$ cat src/rtl/mem_read_arbiter.sv
// Round-robin arbiter sharing one DDR3 read port among NUM_REQ clients,
// one read outstanding at a time, with a watchdog that aborts unacknowledged reads.
module mem_read_arbiter #(
  parameter int NUM_REQ = 2,
  parameter int TIMEOUT = 1023
) (
  input  logic                     clock,
  input  logic                     reset_l,
  input  logic [NUM_REQ-1:0]       req_valid,
  input  logic [NUM_REQ-1:0][28:0] req_addr,
  output logic [NUM_REQ-1:0]       rd_valid,
  output logic [NUM_REQ-1:0]       rd_err,
  output logic [63:0]              rd_data,
  output logic                     timeout_flag,
  input  logic                     timeout_clr,
  output logic [28:0]              mem_addr,
  output logic                     mem_read_en,
  input  logic [63:0]              mem_data,
  input  logic                     mem_ack
);

  localparam int              OW        = (NUM_REQ > 1) ? $clog2(NUM_REQ) : 1;
  localparam logic [15:0]     CNT_LAST  = 16'(TIMEOUT - 1);
  localparam logic [OW-1:0]   LAST_INIT = OW'(NUM_REQ - 1);

  typedef enum logic [1:0] {IDLE, BUSY, RESP, DROP} state_t;

  state_t            state_q, state_d;
  logic [OW-1:0]     owner_q, owner_d;
  logic [OW-1:0]     last_grant_q, last_grant_d;
  logic [28:0]       mem_addr_q, mem_addr_d;
  logic [15:0]       cnt_q, cnt_d;
  logic [63:0]       rd_data_q, rd_data_d;
  logic              flag_q, flag_d;

  logic              grant_found;
  logic [OW-1:0]     grant_idx;
  logic [OW-1:0]     cand;
  logic [NUM_REQ-1:0] owner_oh;

  // Search starts one past the last grant so a busy client cannot starve the others.
  always_comb begin
    grant_found = 1'b0;
    grant_idx   = '0;
    cand        = '0;
    for (int unsigned i = 0; i < NUM_REQ; i++) begin
      cand = OW'((32'(last_grant_q) + i + 32'd1) % NUM_REQ);
      if (!grant_found && req_valid[cand]) begin
        grant_found = 1'b1;
        grant_idx   = cand;
      end
    end
  end

  always_comb begin
    owner_oh          = '0;
    owner_oh[owner_q] = 1'b1;
  end

  always_comb begin
    state_d      = state_q;
    owner_d      = owner_q;
    last_grant_d = last_grant_q;
    mem_addr_d   = mem_addr_q;
    cnt_d        = cnt_q;
    rd_data_d    = rd_data_q;
    flag_d       = flag_q;
    mem_read_en  = 1'b0;
    rd_valid     = '0;
    rd_err       = '0;

    if (timeout_clr) flag_d = 1'b0;

    unique case (state_q)
      IDLE: begin
        if (grant_found) begin
          owner_d      = grant_idx;
          last_grant_d = grant_idx;
          mem_addr_d   = req_addr[grant_idx];
          cnt_d        = '0;
          state_d      = BUSY;
        end
      end
      BUSY: begin
        mem_read_en = 1'b1;
        // An ack arriving on the final watchdog cycle still completes the read.
        if (mem_ack) begin
          rd_data_d = mem_data;
          state_d   = RESP;
        end else if ((TIMEOUT != 0) && (cnt_q == CNT_LAST)) begin
          state_d = DROP;
        end else begin
          cnt_d = cnt_q + 16'd1;
        end
      end
      RESP: begin
        rd_valid = owner_oh;
        state_d  = IDLE;
      end
      DROP: begin
        rd_err  = owner_oh;
        flag_d  = 1'b1;
        state_d = IDLE;
      end
      default: state_d = IDLE;
    endcase
  end

  always_ff @(posedge clock or negedge reset_l) begin
    if (!reset_l) begin
      state_q      <= IDLE;
      owner_q      <= '0;
      last_grant_q <= LAST_INIT;
      mem_addr_q   <= '0;
      cnt_q        <= '0;
      rd_data_q    <= '0;
      flag_q       <= 1'b0;
    end else begin
      state_q      <= state_d;
      owner_q      <= owner_d;
      last_grant_q <= last_grant_d;
      mem_addr_q   <= mem_addr_d;
      cnt_q        <= cnt_d;
      rd_data_q    <= rd_data_d;
      flag_q       <= flag_d;
    end
  end

  assign mem_addr     = mem_addr_q;
  assign rd_data      = rd_data_q;
  assign timeout_flag = flag_q;

endmodule

$ cat config.mk
export PLATFORM = sky130hd
export DESIGN_NAME = mem_read_arbiter
export DESIGN_NICKNAME = d
export VERILOG_FILES = /design/src/rtl/mem_read_arbiter.sv
export SDC_FILE = /design/constraint.sdc
export NUM_CORES = 1
export LEC_CHECK = 0
export CAP_MARGIN = 40
export CELL_PAD_IN_SITES_DETAIL_PLACEMENT = 1
export CELL_PAD_IN_SITES_GLOBAL_PLACEMENT = 1
export CORE_MARGIN = 3
export CORE_UTILIZATION = 31
export CTS_CLUSTER_SIZE = 24
export DETAILED_ROUTE_END_ITERATION = 7
export PLACE_DENSITY = 0.91
export SYNTH_ARGS = -nofsm -noshare
export SYNTH_HDL_FRONTEND = slang
export SYNTH_SLANG_ARGS = --single-unit
export TNS_END_PERCENT = 20
$ cat constraint.sdc
create_clock -name clock -period 2.3 [get_ports clock]
set_input_delay 0.345 -clock clock [delete_from_list [all_inputs] [get_ports clock]]
set_output_delay 0.345 -clock clock [all_outputs]
set_load 0.02 [all_outputs]
==> results.txt, run 1 <==
----------------------------------------------------
[Synth]
  Most instantiated flip-flop cell in the synthesis netlist ... sky130_fd_sc_hd__dfrtp_1
  Synthesized Nets ... 515
  Cell variety after synth ... 42
  Synth Register Bits ... 114
  Count of flip-flops with a built-in enable after synthesis ... 0
  Synthesized instance count ... 385
  Avg Cell Area, Syn ... 12.6 um^2
  Synthesized cell area ... 0.00485 mm^2
  Sequential fraction of the synthesis area ... 0.588
  Async set-or-reset flop fraction in the synthesized netlist ... 1.00
  Yosys warning total ... 0

[Place]
  Placed Cells incl. Taps ... 810
  DP Wirelength ... 11600 um
  Final estimated routing congestion in global placement ... 0.775
  Port Buf Inserts ... 226
  Cell area after placement ... 0.00741 mm^2

[Worst setup path]
  Sort of element at the start of the critical path ... flop
  Kind of cell adding the most delay to the critical path ... simple AND/OR/NAND/NOR gates
  Buffering stage count on the worst path with inverters included ... 2
  Beginning of the worst register-to-register path ... cnt_q[0]$_DFFE_PN0P_
  Crit Path Max Fanout ... 8
  Data arrival time of the critical path ... 2.43 ns
  Logic depth of the worst path, buffers included ... 7
  Capture point of the worst reg-to-reg path ... cnt_q[2]$_DFFE_PN0P_
  Register-to-Register Setup Slack ... 0.15 ns
  Longest individual stage delay on the worst path ... 0.46 ns
  Register-to-Register Path Depth ... 7
  Worst path cell trace ... inv_1 -> ha_1 -> or4b_4 -> nor4_4 -> or3_2 -> buf_4 -> o21ai_0
  Crit Path Class ... flop to flop
  Data required time of the critical path ... 2.58 ns
  Nature of the critical path endpoint ... flop
  Crit-path slowest cell ... sky130_fd_sc_hd__or4b_4

[Timing]
  Final Cycle Share ... 0.934
  Clock skew after layout ... 0.00507 ns
  Final Hold Fails ... 3
  Min cycle time layout ... 2.15 ns
  Worst rel slew slack ... 0.566
  Setup repair after global routing missed its margin ... false
  Final total negative setup slack ... 0 ns
  Hold Slack ... -0.00402 ns
  Slew Viols, Final ... 0
  Maximum operating frequency ... 0.466 GHz
  Total setup violations reported at the end of the flow ... 0
  Worst Max-Slew Pin Slew ... 0.650 ns

[Floorplanning]
  Floorplan Core Area ... 0.0153 mm^2
  Total Die Area ... 0.0172 mm^2
  Cell row count ... 45
  Die width ... 131 um
  Effective utilization at floorplan ... 0.318
  Top-Level Pins ... 227
  Vert. Die Dim ... 131 um

[Layout]
  Area of all placed cells without fillers ... 0.00805 mm^2
  Most used cells in the layout excluding fill and tap cells ... sky130_fd_sc_hd__clkdlybuf4s50_1, sky130_fd_sc_hd__dfrtp_1, sky130_fd_sc_hd__mux2_2
  Number of nets in the layout ... 748
  Filler-free cell count of the finished design ... 841
  Number of antenna diodes ... 0
  Fillers ... 1559
  Utilization of the core after routing ... 0.527
  Layout overhead on the synthesized area ... 65.8%
  Share of post-route cells with drive strength above 1 ... 0.179
  Commonest non-fill, non-tap cell in the layout ... sky130_fd_sc_hd__clkdlybuf4s50_1

[Drt]
  Drt first pass iters ... 4
  Remaining number of nets flagged by the antenna check after routing ... 0
  Via Count ... 4061
  Total routed wirelength ... 15600 um
  DRC violations left ... 0
  Number of DRC violations after detailed-routing iteration 0 ... 99
  Routed wire length per instance ... 18.6 um
  Detailed-route vias per instance ... 4.83

[Worst hold path]
  Min-Delay Path Class ... input port to asynchronous set/reset pin

[Clock network]
  CTS Buf Count ... 17
  Cts hold-fix bufs ... 0
  Count of H-tree levels built during CTS ... 4
  # clock sinks ... 114
  Clock-pin slew reported for the worst setup and hold paths after clock tree synthesis ... 0.05 ns
  CTS Buffer Depth ... 2
  Clock root buffer master ... sky130_fd_sc_hd__clkbuf_16
  Clock tree from TritonCTS ... built
  Clock Latency Late Sink ... 0.40 ns

[Run]
  Number of maximum-capacitance violations ... 0

[Pwr]
  Standby leakage power ... 3.32 nW
  Peak supply drop ... 0.000745 V
  Power per Cell Area ... 1340 mW/mm^2

[Global route]
  Overall fraction of global-route tracks in use ... 0.187
  Largest net degree at the start of global routing ... 115
  Total congestion overflow ... 0
  Via count of the first global-routing pass ... 4754
  Initial antenna violation count ... 0
  Global-route wire length before repair ... 25800 um

[Status]
  Violations in the final reports ... negative hold slack
  Run status ... finished with violations

----------------------------------------------------
[worst max path at each step]
stage                                      start                    end  slack [ns]
after global placement                   mem_ack  cnt_q[15]$_DFFE_PN0P_        0.20
after global routing      state_q[0]$_DFFE_PN0P_              rd_err[0]        0.04
after floorplan             cnt_q[0]$_DFFE_PN0P_   cnt_q[6]$_DFFE_PN0P_        0.41
final                       cnt_q[0]$_DFFE_PN0P_   cnt_q[2]$_DFFE_PN0P_        0.15
after CTS                 state_q[0]$_DFFE_PN0P_            rd_valid[1]        0.07
after detailed placement                 mem_ack   cnt_q[6]$_DFFE_PN0P_        0.09
[flip-flops by register name (all words and copies together), names as in the netlist]
| register | cells |
|---|---|
| cnt_q | 16 |
| rd_data | 64 |
| owner_q | 1 |
| timeout_flag | 1 |
| mem_addr | 29 |
| last_grant_q | 1 |
| state_q | 2 |
[report_power, final]
part | leakage, nW | total [mW] | switching [mW] | internal, mW
clock | 0.311 | 2.83 | 0.888 | 1.94
combinational | 1.67 | 4.56 | 2.25 | 2.32
sequential | 1.35 | 3.36 | 0.499 | 2.86
[Yosys cell counts, drive strengths merged, types with 2 or more instances]
library cell	number	area, um^2
a21oi	33	165
a31oi	4	25.0
a41oi	2	17.5
and2	2	12.5
and4	2	17.5
buf	16	82.6
clkbuf	6	22.5
dfrtp	113	2830
ha	2	25.0
inv	5	18.8
mux2	64	721
mux2i	29	290
nand2	10	37.5
nand2b	2	12.5
nand3	3	15.0
nand4	4	40.0
nor2	39	146
nor3b	2	15.0
o21ai	19	95.1
o31ai	10	80.1
o41ai	3	26.3
[through the flow]
step                hold WS, ns  power (mW)  worst slack (ns)
finish                 -0.00402        10.7             0.152
global route             0.0479        11.3            0.0447
CTS                      0.0593        10.9            0.0674
detailed placement        0.490        7.97            0.0934
global placement          0.466        7.71             0.202
floorplan                0.0494        5.52             0.414
[cell type report]
cell class                      count  area [um^2]  area share
Timing Repair Buffer              236         2390       0.296
Clock buffer                       21          450      0.0560
Inverter                            5         18.8     0.00233
Sequential cell                   114         2850       0.355
Multi-Input combinational cell    244         1890       0.235
Clock inverter                     10          183      0.0227
Tap cell                          211          264      0.0328
[layer usage]
metal / vias to the layer above / global-route usage / part of all wire
met1: 2017 / 0.204 / 0.39
met4: 0 / 0.0642 / 0.016
li1: 1842 / - / -
met2: 186 / 0.328 / 0.51
met3: 16 / 0.0777 / 0.087
met5: - / 0 / 0
[cell families (layout without fill, tap and decap cells)]
group | Yosys count | in the layout | synth area share
fa+ha+maj | 2 | 2 | 0.00515
mux | 93 | 93 | 0.208
flops | 114 | 114 | 0.588
buf+inv | 27 | 272 | 0.0255
simple gates | 74 | 74 | 0.0809
compound gates | 75 | 75 | 0.0923
[what timing repair did]
item	in CTS	in global routing
gates resized for setup	1	1
setup endpoints to repair	1	1
setup buffers	0	0
Note: power is estimated with default switching activity, not from simulation.
==> run 2, diff against run 1 <==
--- a/config.mk
+++ b/config.mk
@@ -12,6 +12,7 @@
 export CORE_UTILIZATION = 31
 export CTS_CLUSTER_SIZE = 24
 export DETAILED_ROUTE_END_ITERATION = 7
+export GPL_ROUTABILITY_DRIVEN = 0
 export PLACE_DENSITY = 0.91
 export SYNTH_ARGS = -nofsm -noshare
 export SYNTH_HDL_FRONTEND = slang
==> constraint.sdc (replaced) <==
create_clock -name clock -period 2.3 [get_ports clock]
set_input_delay 0.345 -clock clock [delete_from_list [all_inputs] [get_ports clock]]
set_output_delay 0.345 -clock clock [all_outputs]
set_load 0.05 [all_outputs]
==> run 2 against run 1 <==
Effect of this change:
- the flow now finishes without violations
- fmax shrank 0.33%
- cell area grew 0.56%
- clock power about the same
- worst setup slack got worse by 0.0072 ns
- sequential cell count unchanged
- combinational power increased by 42%
- critical path depth unchanged
- cell count rose by 0.48%
- sequential share of layout area decreased by 0.20 points
- global-route usage grew 0.86 points
- non-clock buffer count is 3 higher
- sequential power about the same
==> results.txt, run 2 (same netlist as run 1, synthesis figures left out) <==
----------------------------------------------------
[Status]
  Run status ... finished, final reports clean (was finished with violations)

[Worst setup path]
  Nature of the critical path endpoint ... flop (unchanged)
  Crit Path Max Fanout ... 17 (was 8)
  Beginning of the worst register-to-register path ... cnt_q[0]$_DFFE_PN0P_ (unchanged)
  Data required time of the critical path ... 2.56 ns (was 2.58 ns)
  Longest individual stage delay on the worst path ... 0.47 ns (was 0.46 ns)
  Register-to-Register Setup Slack ... 0.15 ns (about the same)
  Register-to-Register Path Depth ... 7 (unchanged)
  Crit Path Class ... flop to flop (unchanged)
  Worst path cell trace ... inv_1 -> ha_1 -> or4b_4 -> nor4_4 -> a21bo_4 -> o21ai_1 -> o41ai_1 (was inv_1 -> ha_1 -> or4b_4 -> nor4_4 -> or3_2 -> buf_4 -> o21ai_0)
  Sort of element at the start of the critical path ... flop (unchanged)
  Crit-path slowest cell ... sky130_fd_sc_hd__or4b_4 (unchanged)
  Capture point of the worst reg-to-reg path ... cnt_q[6]$_DFFE_PN0P_ (was cnt_q[2]$_DFFE_PN0P_)
  Data arrival time of the critical path ... 2.41 ns (was 2.43 ns)

[Global route]
  Global-route wire length before repair ... 26600 um (was 25800 um)
  Via count of the first global-routing pass ... 4757 (was 4754)
  Initial antenna violation count ... 0 (unchanged)
  Total congestion overflow ... 0 (unchanged)
  Largest net degree at the start of global routing ... 57 (was 115)
  Overall fraction of global-route tracks in use ... 0.195 (was 0.187)

[Drt]
  Number of DRC violations after detailed-routing iteration 0 ... 142 (was 99)
  Detailed-route vias per instance ... 4.85 (was 4.83)
  Routed wire length per instance ... 19.2 um (was 18.6 um)
  DRC violations left ... 0 (unchanged)
  Drt first pass iters ... 5 (was 4)
  Total routed wirelength ... 16200 um (was 15600 um)
  Remaining number of nets flagged by the antenna check after routing ... 0 (unchanged)
  Via Count ... 4102 (was 4061)

[Timing]
  Final Cycle Share ... 0.937 (was 0.934)
  Slew Viols, Final ... 0 (unchanged)
  Final Hold Fails ... 0 (was 3)
  Min cycle time layout ... 2.15 ns (about the same)
  Setup repair after global routing missed its margin ... false (unchanged)
  Worst Max-Slew Pin Slew ... 0.582 ns (was 0.650 ns)
  Maximum operating frequency ... 0.464 GHz (was 0.466 GHz)
  Total setup violations reported at the end of the flow ... 0 (unchanged)
  Clock skew after layout ... 0.00662 ns (was 0.00507 ns)
  Final total negative setup slack ... 0 ns (unchanged)
  Worst rel slew slack ... 0.606 (was 0.566)

[Layout]
  Number of nets in the layout ... 751 (was 748)
  Largest register FFs ... 64 (unchanged)
  Most used cells in the layout excluding fill and tap cells ... sky130_fd_sc_hd__clkdlybuf4s50_1, sky130_fd_sc_hd__dfrtp_1, sky130_fd_sc_hd__mux2_2 (unchanged)
  Multi-input combinational cell area ... 0.00189 mm^2 (about the same)
  Number of antenna diodes ... 0 (unchanged)
  Filler-free cell count of the finished design ... 845 (was 841)
  Layout overhead on the synthesized area ... 66.7% (was 65.8%)
  Commonest non-fill, non-tap cell in the layout ... sky130_fd_sc_hd__clkdlybuf4s50_1 (unchanged)
  Share of post-route cells with drive strength above 1 ... 0.189 (was 0.179)
  Fillers ... 1578 (was 1559)
  Area taken by flip-flops and latches ... 0.00285 mm^2 (unchanged)

[Floorplanning]
  Floorplan Core Area ... 0.0153 mm^2 (unchanged)
  Die width ... 131 um (unchanged)
  Effective utilization at floorplan ... 0.318 (unchanged)
  Vert. Die Dim ... 131 um (unchanged)
  Top-Level Pins ... 227 (unchanged)
  Cell row count ... 45 (unchanged)
  Total Die Area ... 0.0172 mm^2 (unchanged)

[Place]
  Port Buf Inserts ... 226 (unchanged)
  DP Wirelength ... 12300 um (was 11600 um)
  Placed Cells incl. Taps ... 812 (was 810)

[Clock network]
  CTS Buffer Depth ... 2 (unchanged)
  Clock-pin slew reported for the worst setup and hold paths after clock tree synthesis ... 0.06 ns (was 0.05 ns)
  CTS Buf Count ... 17 (unchanged)
  Count of H-tree levels built during CTS ... 4 (unchanged)
  # clock sinks ... 114 (unchanged)
  Clock tree from TritonCTS ... built (unchanged)
  Clock root buffer master ... sky130_fd_sc_hd__clkbuf_16 (unchanged)
  Clock Latency Late Sink ... 0.41 ns (was 0.40 ns)
  Post-CTS setup buffer count ... 0 (unchanged)

[Pwr]
  Peak supply drop ... 0.000916 V (was 0.000745 V)
  Overall power after layout ... 12.7 mW (was 10.7 mW)
  Standby leakage power ... 3.34 nW (was 3.32 nW)
  Power per Cell Area ... 1570 mW/mm^2 (was 1340 mW/mm^2)

[Run]
  Number of maximum-capacitance violations ... 0 (unchanged)

[Worst hold path]
  Min-Delay Path Class ... input port to asynchronous set/reset pin (unchanged)

----------------------------------------------------
## run 2: cell count changes in the layout (fill, tap and decap cells not counted), sizes merged
cell / previous run / this run
clkinv: 5 / 3
bufinv: 5 / 4
inv: 5 / 6
clkdlybuf4s50: 223 / 220
dlymetal6s2s: 1 / 0
buf: 11 / 14
dlygate4sd3: 0 / 1
clkinvlp: 0 / 3
dlygate4sd2: 1 / 4
## run 2: cell type report
class,instances,share of cell area
clock buffer,21,0.0581
clock inverter,11,0.0218
inverter,5,0.00232
multi-input combinational,244,0.234
sequential,114,0.353
tap,211,0.0326
timing repair buffer,239,0.298
## run 2: worst max-delay path by stage
stage,from,to,slack [ns],depth (start not counted)
floorplan,state_q[0]$_DFFE_PN0P_,rd_valid[0],0.31,2
global route,cnt_q[0]$_DFFE_PN0P_,cnt_q[5]$_DFFE_PN0P_,0.05,7
finish,cnt_q[0]$_DFFE_PN0P_,cnt_q[6]$_DFFE_PN0P_,0.15,7
detailed placement,mem_ack,cnt_q[2]$_DFFE_PN0P_,0.09,5
global placement,mem_ack,cnt_q[13]$_DFFE_PN0P_,0.28,5
CTS,state_q[0]$_DFFE_PN0P_,rd_data[12]$_DFFE_PN0P_,0.11,5
## run 2: per-stage QoR
stage | area (um^2) | utilization | hold WS [ns] | setup slack (ns)
6_report | 8090 | 0.530 | 0.401 | 0.145
4_1_cts | 8090 | 0.530 | 0.382 | 0.113
2_1_floorplan | 4850 | - | 0.0494 | 0.308
3_5_place_dp | 7440 | 0.487 | 0.276 | 0.0878
3_3_place_gp | 7440 | 0.487 | 0.267 | 0.284
5_1_grt | 8090 | 0.530 | 0.399 | 0.0450
## run 2: worst max-delay path: cells and delay by family, from the launching register on
family / cells / cell delay [ns]
simple gates: 2 / 0.83
fa+ha+maj: 1 / 0.14
compound gates: 3 / 0.52
flops: 1 / 0.44
buf+inv: 1 / 0.08
## run 2: per-layer routing
| layer | vias to the layer above | routed length [um] | track usage |
|---|---|---|---|
| met2 | 210 | 8270 | 0.344 |
| met4 | 0 | 518 | 0.0875 |
| met1 | 2005 | 5950 | 0.201 |
| li1 | 1851 | - | - |
| met5 | - | 0 | 0 |
| met3 | 36 | 1520 | 0.0854 |
## run 2: timing repair
action                                  CTS  global route
resized for setup                         4             1
hold buffers                              1             0
endpoints found under the hold margin    23             0
endpoints found under the setup margin    4            10
## run 2: report_power, final
| part | switching (mW) | leakage (nW) | internal [mW] |
|---|---|---|---|
| clock network | 0.934 | 0.307 | 1.91 |
| logic | 4.18 | 1.69 | 2.32 |
| registers | 0.513 | 1.35 | 2.86 |
